[config.mk]
export PLATFORM = sky130hd
export DESIGN_NAME = if_fetch_stage
export DESIGN_NICKNAME = d
export VERILOG_FILES = /design/src/rtl/if_fetch_stage_pkg.sv /design/src/rtl/if_fetch_stage_pc_reg.sv /design/src/rtl/if_fetch_stage.sv
export SDC_FILE = /design/constraint.sdc
export NUM_CORES = 1
export LEC_CHECK = 0
export CORE_MARGIN = 1
export CORE_UTILIZATION = 52
export DETAILED_ROUTE_END_ITERATION = 8
export PLACE_DENSITY = 0.86
export SLEW_MARGIN = 20
export SYNTH_ARGS = -nofsm -noshare
export SYNTH_HDL_FRONTEND = slang
export SYNTH_SLANG_ARGS = --single-unit
[constraint.sdc]
create_clock -name clk -period 5.7 [get_ports clk]
set_input_delay 0.57 -clock clk [delete_from_list [all_inputs] [get_ports clk]]
set_output_delay 0.57 -clock clk [all_outputs]
set_load 0.05 [all_outputs]
[src/rtl/if_fetch_stage_pkg.sv]
// ============================================================================
// Module   : if_fetch_stage_pkg
// Purpose  : Shared fetch-stage types and default parameter values.
// Revision : 1.0
// ============================================================================
`default_nettype none

package if_fetch_stage_pkg;

    localparam int unsigned PC_W_DEF     = 32;
    localparam int unsigned INSTR_W_DEF  = 32;
    localparam logic [31:0] RESET_PC_DEF = 32'h0000_0000;
    localparam int unsigned PC_STEP_DEF  = 4;

    typedef enum logic [1:0] {
        ST_FETCH   = 2'd0,
        ST_HOLD    = 2'd1,
        ST_DISCARD = 2'd2
    } fetch_state_e;

endpackage

`default_nettype wire

[src/rtl/if_fetch_stage_pc_reg.sv]
// ============================================================================
// Module   : if_fetch_stage_pc_reg
// Purpose  : Program counter with reset value, sequential step and target load.
// Revision : 1.0
// ============================================================================
`default_nettype none

module if_fetch_stage_pc_reg
    import if_fetch_stage_pkg::*;
#(
    parameter int unsigned          PC_W     = PC_W_DEF,
    parameter logic [PC_W-1:0]      RESET_PC = PC_W'(RESET_PC_DEF),
    parameter int unsigned          PC_STEP  = PC_STEP_DEF
) (
    input  logic            clk,
    input  logic            rst,
    input  logic            i_inc,
    input  logic            i_load,
    input  logic [PC_W-1:0] i_load_pc,
    output logic [PC_W-1:0] o_pc
);

    logic [PC_W-1:0] r_pc;

    // Load wins over increment; the step wraps modulo 2^PC_W.
    always_ff @(posedge clk or posedge rst) begin
        if (rst) begin
            r_pc <= RESET_PC;
        end else if (i_load) begin
            r_pc <= i_load_pc;
        end else if (i_inc) begin
            r_pc <= r_pc + PC_W'(PC_STEP);
        end
    end

    assign o_pc = r_pc;

endmodule

`default_nettype wire

[src/rtl/if_fetch_stage.sv]
// ============================================================================
// Module   : if_fetch_stage
// Purpose  : Instruction fetch with single-outstanding imem requests feeding IF/ID.
// Revision : 1.0
// ============================================================================
`default_nettype none

module if_fetch_stage
    import if_fetch_stage_pkg::*;
#(
    parameter int unsigned          PC_W     = PC_W_DEF,
    parameter int unsigned          INSTR_W  = INSTR_W_DEF,
    parameter logic [PC_W-1:0]      RESET_PC = PC_W'(RESET_PC_DEF),
    parameter int unsigned          PC_STEP  = PC_STEP_DEF
) (
    input  logic               clk,
    input  logic               rst,
    output logic               imem_req,
    output logic [PC_W-1:0]    imem_addr,
    input  logic               imem_ack,
    input  logic [INSTR_W-1:0] imem_rdata,
    input  logic               id_stall,
    input  logic               redirect,
    input  logic [PC_W-1:0]    redirect_pc,
    output logic               if_valid,
    output logic [PC_W-1:0]    if_pc,
    output logic [INSTR_W-1:0] if_instr
);

    fetch_state_e       r_state;
    fetch_state_e       w_state_nxt;
    logic [PC_W-1:0]    r_tgt;
    logic               r_if_valid;
    logic [PC_W-1:0]    r_if_pc;
    logic [INSTR_W-1:0] r_if_instr;

    logic               w_req;
    logic               w_capture;
    logic               w_pc_inc;
    logic               w_pc_load;
    logic [PC_W-1:0]    w_load_pc;
    logic               w_tgt_load;
    logic               w_valid_nxt;
    logic [PC_W-1:0]    w_pc;

    if_fetch_stage_pc_reg #(
        .PC_W     (PC_W),
        .RESET_PC (RESET_PC),
        .PC_STEP  (PC_STEP)
    ) u_pc_reg (
        .clk       (clk),
        .rst       (rst),
        .i_inc     (w_pc_inc),
        .i_load    (w_pc_load),
        .i_load_pc (w_load_pc),
        .o_pc      (w_pc)
    );

    always_ff @(posedge clk or posedge rst) begin
        if (rst) begin
            r_state <= ST_FETCH;
        end else begin
            r_state <= w_state_nxt;
        end
    end

    // While discarding, the PC keeps the abandoned address on imem_addr and the
    // redirect target waits in r_tgt until the stale response arrives.
    always_comb begin
        w_state_nxt = r_state;
        w_req       = 1'b0;
        w_capture   = 1'b0;
        w_pc_inc    = 1'b0;
        w_pc_load   = 1'b0;
        w_load_pc   = redirect_pc;
        w_tgt_load  = 1'b0;
        w_valid_nxt = r_if_valid & id_stall;
        case (r_state)
            ST_FETCH: begin
                w_req = !(id_stall && r_if_valid);
                if (redirect) begin
                    w_valid_nxt = 1'b0;
                    if (w_req && !imem_ack) begin
                        w_state_nxt = ST_DISCARD;
                        w_tgt_load  = 1'b1;
                    end else begin
                        w_pc_load = 1'b1;
                    end
                end else if (w_req && imem_ack) begin
                    w_capture   = 1'b1;
                    w_pc_inc    = 1'b1;
                    w_valid_nxt = 1'b1;
                end else if (!w_req) begin
                    w_state_nxt = ST_HOLD;
                end
            end
            ST_HOLD: begin
                if (redirect) begin
                    w_valid_nxt = 1'b0;
                    w_pc_load   = 1'b1;
                    w_state_nxt = ST_FETCH;
                end else if (!id_stall) begin
                    w_state_nxt = ST_FETCH;
                end
            end
            ST_DISCARD: begin
                w_req       = 1'b1;
                w_valid_nxt = 1'b0;
                w_tgt_load  = redirect;
                if (imem_ack) begin
                    w_pc_load   = 1'b1;
                    w_load_pc   = redirect ? redirect_pc : r_tgt;
                    w_state_nxt = ST_FETCH;
                end
            end
            default: begin
                w_state_nxt = ST_FETCH;
            end
        endcase
    end

    always_ff @(posedge clk or posedge rst) begin
        if (rst) begin
            r_tgt      <= RESET_PC;
            r_if_valid <= 1'b0;
            r_if_pc    <= '0;
            r_if_instr <= '0;
        end else begin
            r_if_valid <= w_valid_nxt;
            if (w_tgt_load) begin
                r_tgt <= redirect_pc;
            end
            if (w_capture) begin
                r_if_pc    <= w_pc;
                r_if_instr <= imem_rdata;
            end
        end
    end

    assign imem_req  = w_req;
    assign imem_addr = w_pc;
    assign if_valid  = r_if_valid;
    assign if_pc     = r_if_pc;
    assign if_instr  = r_if_instr;

endmodule

`default_nettype wire

Yosys cells after proc, flatten, opt, wreduce, memory -nomap -nowiden
Cells that the tools add are included.

cells by class
  add/subtract/negate cells = 1
  multiply operators = 0
  divide/modulo/power cells = 0
  magnitude comparators = 0
  equal/unequal tests = 7
  shift-type cells = 0
  mux-type cells = 29
  bitwise operators = 1
  reduce and logical (&&, ||, !) cells = 8

operators with widths
  kind                   count
  $mux 32                5
  $add 32x3->32 const B  1
  $mux 2                 7
  $mux 1                 12
  $ne 3x3->1 const B     4
  $pmux 1 s3             2
  $pmux 2 s3             1
  $reduce_and 5->1       1
  $pmux 1 s2             2
  $logic_and 1x1->1      3
  $eq 2x1->1 const B     1
  $eq 2x2->1 const B     1
  $logic_not 1->1        2
  $logic_not 2->1        1
  $ne 2x2->1 const B     1
  $reduce_bool 2->1      1
  $and 1x1->1            1

word-level totals
  flip-flop bits (word level) = 131
  bits in latches = 0
  bits in writable memories = 0
  memory bits (read-only) = 0
  output and inout port bits = 98
  memories = 0

Logic depth before layout (Yosys ltp)
Gate-level depths: netlist (run 1).

  depth after elaboration = 8
  gate-level depth with buffers = 9
  mapped depth without buffers = 6

Hierarchy
Synthesis (run 1) repeated with hierarchy kept, for this count alone.

unflattened totals
  cells, all modules = 463
  area, all modules = 6223.5 sq um

modules (own cells, without submodules)
  module                 times used  cells an instance  area each (sq um)  seq. area each (sq um)
  if_fetch_stage         1           260                4374.2             2477.4
  if_fetch_stage_pc_reg  1           203                1849.3             800.8

Least setup slack after synthesis (run 1)
OpenSTA, ideal clock, no wires.

  path kind = register to register
  start point = register u_pc_reg.r_pc[2], in the netlist u_pc_reg.o_pc[2]
  end point = register u_pc_reg.r_pc[14], in the netlist u_pc_reg.o_pc[14]
  data arrival time = 2.066 ns
  slack = 3.552 ns
  cell stages (with the launch flop) = 7
  buffers on the path = 0
  clock period less this slack = 2.148 ns
  path through = dfrtp_1 ha_1 nand4_1 nor3_1 a311oi_1 a41o_1 a31oi_1

on the way
  cells in the longest elaborated chain, start to end = 3

ends and longest elaborated chain
  element                   line                         RTL
  start: declaration        if_fetch_stage_pc_reg.sv:23  logic [PC_W-1:0] r_pc;
  start signal: assignment  if_fetch_stage_pc_reg.sv:30  r_pc <= i_load_pc;
  start signal: assignment  if_fetch_stage_pc_reg.sv:32  r_pc <= r_pc + PC_W'(PC_STEP);
  $add 32x3->32             if_fetch_stage_pc_reg.sv:32
  $mux 32                   if_fetch_stage_pc_reg.sv:31  end else if (i_inc) begin
  $mux 32                   if_fetch_stage_pc_reg.sv:29  end else if (i_load) begin

Every way passes these cells. The select of a mux whose other input is x is not followed.
A chain may end at the register's enable or synchronous reset.

Worst setup path after layout (run 1)
  start point = input port id_stall
  end point = output port imem_req

on the way
  cells in the longest elaborated chain, start to end = 3

ends and longest elaborated chain
  element             line                  RTL
  start: declaration  if_fetch_stage.sv:22  input logic id_stall,
  $logic_and 1x1->1   if_fetch_stage.sv:80  w_req = !(id_stall && r_if_valid);
  $logic_not 1->1     if_fetch_stage.sv:80
  $pmux 1 s2          if_fetch_stage.sv:78  case (r_state)
  end: declaration    if_fetch_stage.sv:18  output logic imem_req,

Every way passes these cells.

==> results by group, run 1 <==
Run status
  – Status: completed

Synth
  – Cell with the most instances after synthesis: nand2_1
  – Post-synthesis sequential area ratio: 54.8%
  – Warnings from Yosys: 0
  – Syn_area_per_cell: 9.68 um2
  – Mapped Area: 5980 um2
  – EDFF count, synth: 0
  – Post-synth top area share: 54.8%
  – Netlist cell types: 55
  – Yosys top cell by area: dfrtp_1
  – Syn_nets: 688
  – Dominant cells by area after synthesis: dfrtp_1 (55%), nand2_1 (15%), mux2_2 (6.4%)
  – Predominant post-synthesis flop cell: dfrtp_1
  – Synth Register Bits: 131
  – Synth async-reset ratio: 100%
  – Commonest cells post-synth: nand2_1 (235), dfrtp_1 (131), mux2_2 (34)
  – Cells after synthesis: 618

Worst setup path
  – Reg2reg end: u_pc_reg.o_pc[14]$_DFFE_PP0P_
  – CP Class: input pin to output pin
  – Setup slack, reg-to-reg: 3.28 ns
  – Crit path required time: 5.13 ns
  – Worst reg2reg path startpoint: u_pc_reg.o_pc[2]$_DFFE_PP0P_
  – Worst reg2reg path depth: 6
  – Worst setup SP type: input pin
  – Crit path capture type: output pin
  – Largest fanout on the critical path: 6
  – Critical Path AT: 2.21 ns

Clocking
  – Clk buf depth: 2
  – Post-CTS Setup Bufs: 0
  – Clock Pin Slew Worst Setup and Hold Paths: 0.06 ns
  – Root Buffer: clkbuf_16
  – Cts repair resizes: 0
  – CTS sink cnt: 131
  – Clock latency on the worst-skew pair: 0.42 ns
  – H-tree level count: 4
  – Hold_buf cts: 0
  – CTS tree: done
  – Cts bufs inserted: 17

STA
  – Slew @ Worst Pin: 0.945 ns
  – Final hold violations: 0
  – Max Slew Vio Count: 0
  – Slew headroom: 37.0%
  – Final hold slack: 0.471 ns
  – Unrepaired setup endpoints after global routing: no
  – Post-route worst setup slack: 2.92 ns
  – Final setup viols: 0
  – Final setup TNS: 0 ns
  – Peak Freq: 360 MHz
  – Min cycle time layout: 2.78 ns
  – Tcrit/Tclk final: 48.7%
  – Setup Skew: 0.00816 ns

Global route
  – GR Overflow Total: 0
  – Total Routing Usage GR: 28.3%
  – Vias in the first global route: 5139
  – Most Crowded Layer GR: met2
  – Initial antenna violation count: 0
  – M3 GR Usage: 7.47%
  – Met1 usage: 35.9%
  – First-pass GRT wire length: 25500 um
  – Largest net degree at the start of global routing: 88
  – M2 GR Usage: 45.8%

Floorplan
  – Die Ht: 109 um
  – Die W: 109 um
  – Initial Util: 54.2%
  – IO Pins: 167
  – Die Area: 11900 um2
  – Core ar.: 11000 um2
  – Core Rows: 38

Cells and area
  – Fin nets: 844
  – Post-Layout Cell Count: 927
  – Share of cells above drive strength 1: 11.1%
  – Final-layout fill cell count: 783
  – Fin util: 76.3%
  – Number of diodes: 0
  – Synth-to-layout area growth: 40.6%

Route
  – DR DRC count: 0
  – Routed WL per cell: 17.6 um
  – Drt first pass iters: 5
  – Initial detailed-routing violation count: 562
  – Vias/cell: 5.68
  – Via count: 5268
  – Antenna-violating nets left: 0
  – Post-Route WL: 16300 um

Placement
  – HPWL Detailed: 10700 um
  – Pre-CTS setup slack: 2.44 ns
  – Cell count after placement: 894
  – Final Wtd Congestion: 0.828
  – Port-buffer cells: 166

Power and ir drop
  – Flop pwr share: 33.0%
  – Combinational power share: 34.8%
  – P_leak: 3.84 nW
  – NetSw: 1.52 mW
  – Power per cell area: 478 nW/um2
  – Peak VDD IR: 0.000232 V
  – Sw Share: 37.7%
  – Pint: 2.51 mW
  – Clk pwr share: 32.2%

Run
  – Max Cap Viol: 0

Worst hold path
  – Hold Path Stages: 2
  – Hold Path Origin: if_instr[6]$_DFFE_PP0P_
  – WHS Endpoint: if_instr[6]$_DFFE_PP0P_
  – Worst min-delay path category: flop to flop
[per-layer routing]
layer | share of wire [%] | vias up | wire [um]
met2 | 49 | 251 | 7980
met5 | 0 | - | 0
met3 | 7.5 | 30 | 1210
met1 | 42 | 2570 | 6840
li1 | - | 2417 | -
met4 | 1.6 | 0 | 255
[flip-flops by register name, summed over array words and instances (netlist names)]
signal	count
if_pc	32
if_valid	1
if_instr	32
r_tgt	32
u_pc_reg.o_pc	32
r_state	2
[power by group through the flow]
| stage | clock, mW | combinational (mW) | sequential, mW |
|---|---|---|---|
| floorplan | 0 | 0.328 | 1.88 |
| global placement | 0 | 1.37 | 1.32 |
| detailed placement | 0 | 1.39 | 1.34 |
| CTS | 1.30 | 1.40 | 1.32 |
| global route | 1.35 | 1.47 | 1.35 |
| finish | 1.30 | 1.40 | 1.33 |
[kinds of logic (layout without fill, tap and decap cells)]
logic type               count (synthesis)  count (layout)  synth area share [%]
AO/OA/AOI/OAI                           74              74                  8.64
AND/OR/NAND/NOR                        317             317                  23.0
adder cells (fa/ha/maj)                  1               1                 0.209
XOR/XNOR                                10              10                  1.46
multiplexers                            44              44                  8.18
flip-flops                             131             131                  54.8
buffers and inverters                   41             210                  3.68
[stage by stage]
stage	total power, mW	cell area (um2)
global route	4.17	8410
CTS	4.02	8390
detailed placement	2.73	7680
finish	4.02	8410
floorplan	2.21	5980
global placement	2.69	7680
[layout by cell type, fill, tap and decap left out, drive strengths merged, types with 7 or more instances in the layout]
cell type | Yosys | layout
nand3 | 13 | 13
nand4 | 10 | 10
nand2 | 236 | 236
mux2 | 36 | 36
clkbuf | 8 | 19
and3 | 13 | 13
a21oi | 19 | 19
nor2 | 20 | 20
bufinv | 0 | 7
o21ai | 14 | 14
dfrtp | 131 | 131
mux2i | 8 | 8
nor3 | 10 | 10
clkdlybuf4s50 | 0 | 166
[worst max-delay path by stage]
stage,from,to,slack [ns],cells past startpoint
3_3_place_gp,id_stall,u_pc_reg.o_pc[16]$_DFFE_PP0P_,2.55,6
4_1_cts,redirect,u_pc_reg.o_pc[16]$_DFFE_PP0P_,2.79,6
3_5_place_dp,redirect,u_pc_reg.o_pc[11]$_DFFE_PP0P_,2.44,5
2_1_floorplan,rst,if_instr[0]$_DFFE_PP0P_,1.63,1
5_1_grt,id_stall,imem_req,2.81,5
6_report,id_stall,imem_req,2.92,5
[final cells by class]
cell class / instances / area (um2) / area share (%)
clock buffer: 19 / 453 / 5.38
timing repair buffer: 172 / 1720 / 20.4
inverter: 6 / 27.5 / 0.327
multi-input combinational: 446 / 2500 / 29.8
tap: 140 / 175 / 2.08
clock inverter: 13 / 254 / 3.02
sequential: 131 / 3280 / 39.0
[critical path: stages]
cell	delay (ns)
clkdlybuf4s50_1	0.47
nand2_1	0.21
nor2_1	0.06
nor2_1	0.09
clkdlybuf4s50_1	0.80
(Power assumes the default switching activity.)
==> run 2, diff against run 1 <==
- CORE_UTILIZATION: 52 -> 48
- PLACE_DENSITY: 0.86 -> 0.8
- clock period: 5.7 -> 2.7 ns (I/O delays scaled with it)
==> results by group, run 2 (synthesis gave the netlist of run 1 again) <==
Floorplan
  – Die Area: 12900 um2
  – Die W: 114 um
  – Initial Util: 49.6%
  – Die Ht: 114 um
  – Core Rows: 40
  – IO Pins: 167
  – Core ar.: 12100 um2

Route
  – Routed WL per cell: 16.4 um
  – Vias/cell: 5.33
  – Via count: 5137
  – Initial detailed-routing violation count: 565
  – Antenna-violating nets left: 0
  – Post-Route WL: 15800 um
  – Drt first pass iters: 6
  – DR DRC count: 0

Worst setup path
  – Critical Path AT: 2.02 ns
  – Reg2reg end: u_pc_reg.o_pc[16]$_DFFE_PP0P_
  – CP Buf/Inv Count: 1
  – Crit path required time: 2.43 ns
  – Slowest stage delay, CP: 0.80 ns
  – Worst reg2reg path depth: 6
  – Crit path capture type: output pin
  – Worst setup SP type: flop
  – Largest fanout on the critical path: 6
  – CP Class: flop to output pin
  – Slowest cell on the critical path: clkdlybuf4s50_1
  – CP Launch Point: if_valid$_DFF_PP0_
  – Worst reg2reg path startpoint: u_pc_reg.o_pc[3]$_DFFE_PP0P_
  – Setup slack, reg-to-reg: 0.45 ns
  – CP dominant cell by count: nor2_1
  – Cells along the critical path: nand2_1, nor2_1, nor2_1, clkdlybuf4s50_1
  – Delay-heaviest family, CP: buffers and inverters
  – Critical Path Stages: 4
  – CP endpoint: imem_req

Cells and area
  – Share of cells above drive strength 1: 11.6%
  – Number of diodes: 0
  – Post-Layout Cell Count: 963
  – Commonest cells after routing, fill and taps aside: nand2_1 (235), clkdlybuf4s50_1 (166), dfrtp_1 (131)
  – Final instance area: 8420 um2
  – Fin nets: 852
  – Fin util: 69.8%
  – Final-layout fill cell count: 935
  – Commonest non-fill, non-tap cell in the layout: nand2_1
  – Synth-to-layout area growth: 40.8%

STA
  – Final hold slack: 0.380 ns
  – Tcrit/Tclk final: 84.9%
  – Final setup TNS: 0 ns
  – Slew @ Worst Pin: 0.718 ns
  – Unrepaired setup endpoints after global routing: no
  – Final hold violations: 0
  – Min cycle time layout: 2.29 ns
  – Setup Skew: 0.00555 ns
  – Final setup viols: 0
  – Peak Freq: 436 MHz
  – Slew headroom: 52.1%
  – Max Slew Vio Count: 0

Placement
  – Final Wtd Congestion: 0.827
  – Port-buffer cells: 166
  – HPWL Detailed: 10900 um
  – Cell count after placement: 931
  – Placed inst area: 7800 um2

Clocking
  – Clock latency on the worst-skew pair: 0.41 ns
  – Hold_buf cts: 0
  – Clk buf depth: 2
  – H-tree level count: 4
  – CTS tree: done
  – Clock Pin Slew Worst Setup and Hold Paths: 0.06 ns
  – Cts repair resizes: 0
  – Post-CTS Setup Bufs: 0
  – Cts bufs inserted: 17
  – CTS sink cnt: 131
  – Root Buffer: clkbuf_16

Power and ir drop
  – Combinational power share: 36.2%
  – Clk pwr share: 29.4%
  – Flop pwr share: 34.3%
  – Power per cell area: 968 nW/um2
  – P_leak: 3.84 nW
  – Sw Share: 38.5%
  – NetSw: 3.14 mW
  – Pint: 5.02 mW
  – Peak VDD IR: 0.000361 V

Global route
  – Total Routing Usage GR: 25.7%
  – Largest net degree at the start of global routing: 132
  – Vias in the first global route: 5164
  – Initial antenna violation count: 0
  – First-pass GRT wire length: 25700 um
  – GR Overflow Total: 0

Run
  – Max Cap Viol: 0

Run status
  – Status: completed

Worst hold path
  – Worst min-delay path category: input pin to async pin
run 2: stage by stage:
step           setup WS, ns  total power [mW]
2_1_floorplan         0.552              4.66
3_3_place_gp          0.417              5.70
5_1_grt               0.310              8.49
3_5_place_dp          0.328              5.78
6_report              0.407              8.16
4_1_cts               0.404              8.19
run 2: how the worst min path moves through the flow:
| stage | cells after the start | to | slack [ns] | start |
|---|---|---|---|---|
| 2_1_floorplan | 1 | r_state[1]$_DFFE_PP0P_ | 0.34 | imem_ack |
| 3_3_place_gp | 2 | if_instr[14]$_DFFE_PP0P_ | 0.46 | if_instr[14]$_DFFE_PP0P_ |
| 3_5_place_dp | 2 | if_pc[16]$_DFFE_PP0P_ | 0.46 | if_pc[16]$_DFFE_PP0P_ |
| 4_1_cts | 3 | if_instr[28]$_DFFE_PP0P_ | 0.38 | imem_rdata[28] |
| 5_1_grt | 3 | if_instr[16]$_DFFE_PP0P_ | 0.39 | imem_rdata[16] |
| 6_report | 3 | if_instr[5]$_DFFE_PP0P_ | 0.38 | rst |
run 2: worst reg2reg max path: cells and delay by family, from the launching register on:
kind | cells | cell delay (ns)
flip-flops | 1 | 0.48
AND/OR/NAND/NOR | 3 | 0.89
adder cells (fa/ha/maj) | 1 | 0.26
AO/OA/AOI/OAI | 2 | 0.47
run 2: layer usage:
metal / wire (um) / up-vias / track usage [%]
li1: - / 2429 / -
met1: 6920 / 2479 / 34.5
met2: 7650 / 204 / 41.7
met3: 951 / 25 / 4.73
met4: 247 / 0 / 9.91
met5: 0 / - / 0
run 2: power groups by stage:
stage | registers (mW) | clock network, mW | logic [mW]
4_1_cts | 2.79 | 2.42 | 2.97
2_1_floorplan | 3.97 | 0 | 0.693
3_3_place_gp | 2.79 | 0 | 2.91
3_5_place_dp | 2.82 | 0 | 2.95
5_1_grt | 2.85 | 2.52 | 3.11
6_report | 2.80 | 2.40 | 2.96
run 2: area by class of cell:
class	instances	area [um2]	share of cell area, %
Clock buffer	22	464	5.51
Clock inverter	10	155	1.84
Inverter	6	26.3	0.312
Multi-Input combinational cell	446	2500	29.7
Sequential cell	131	3280	38.9
Tap cell	168	210	2.50
Timing Repair Buffer	180	1790	21.3
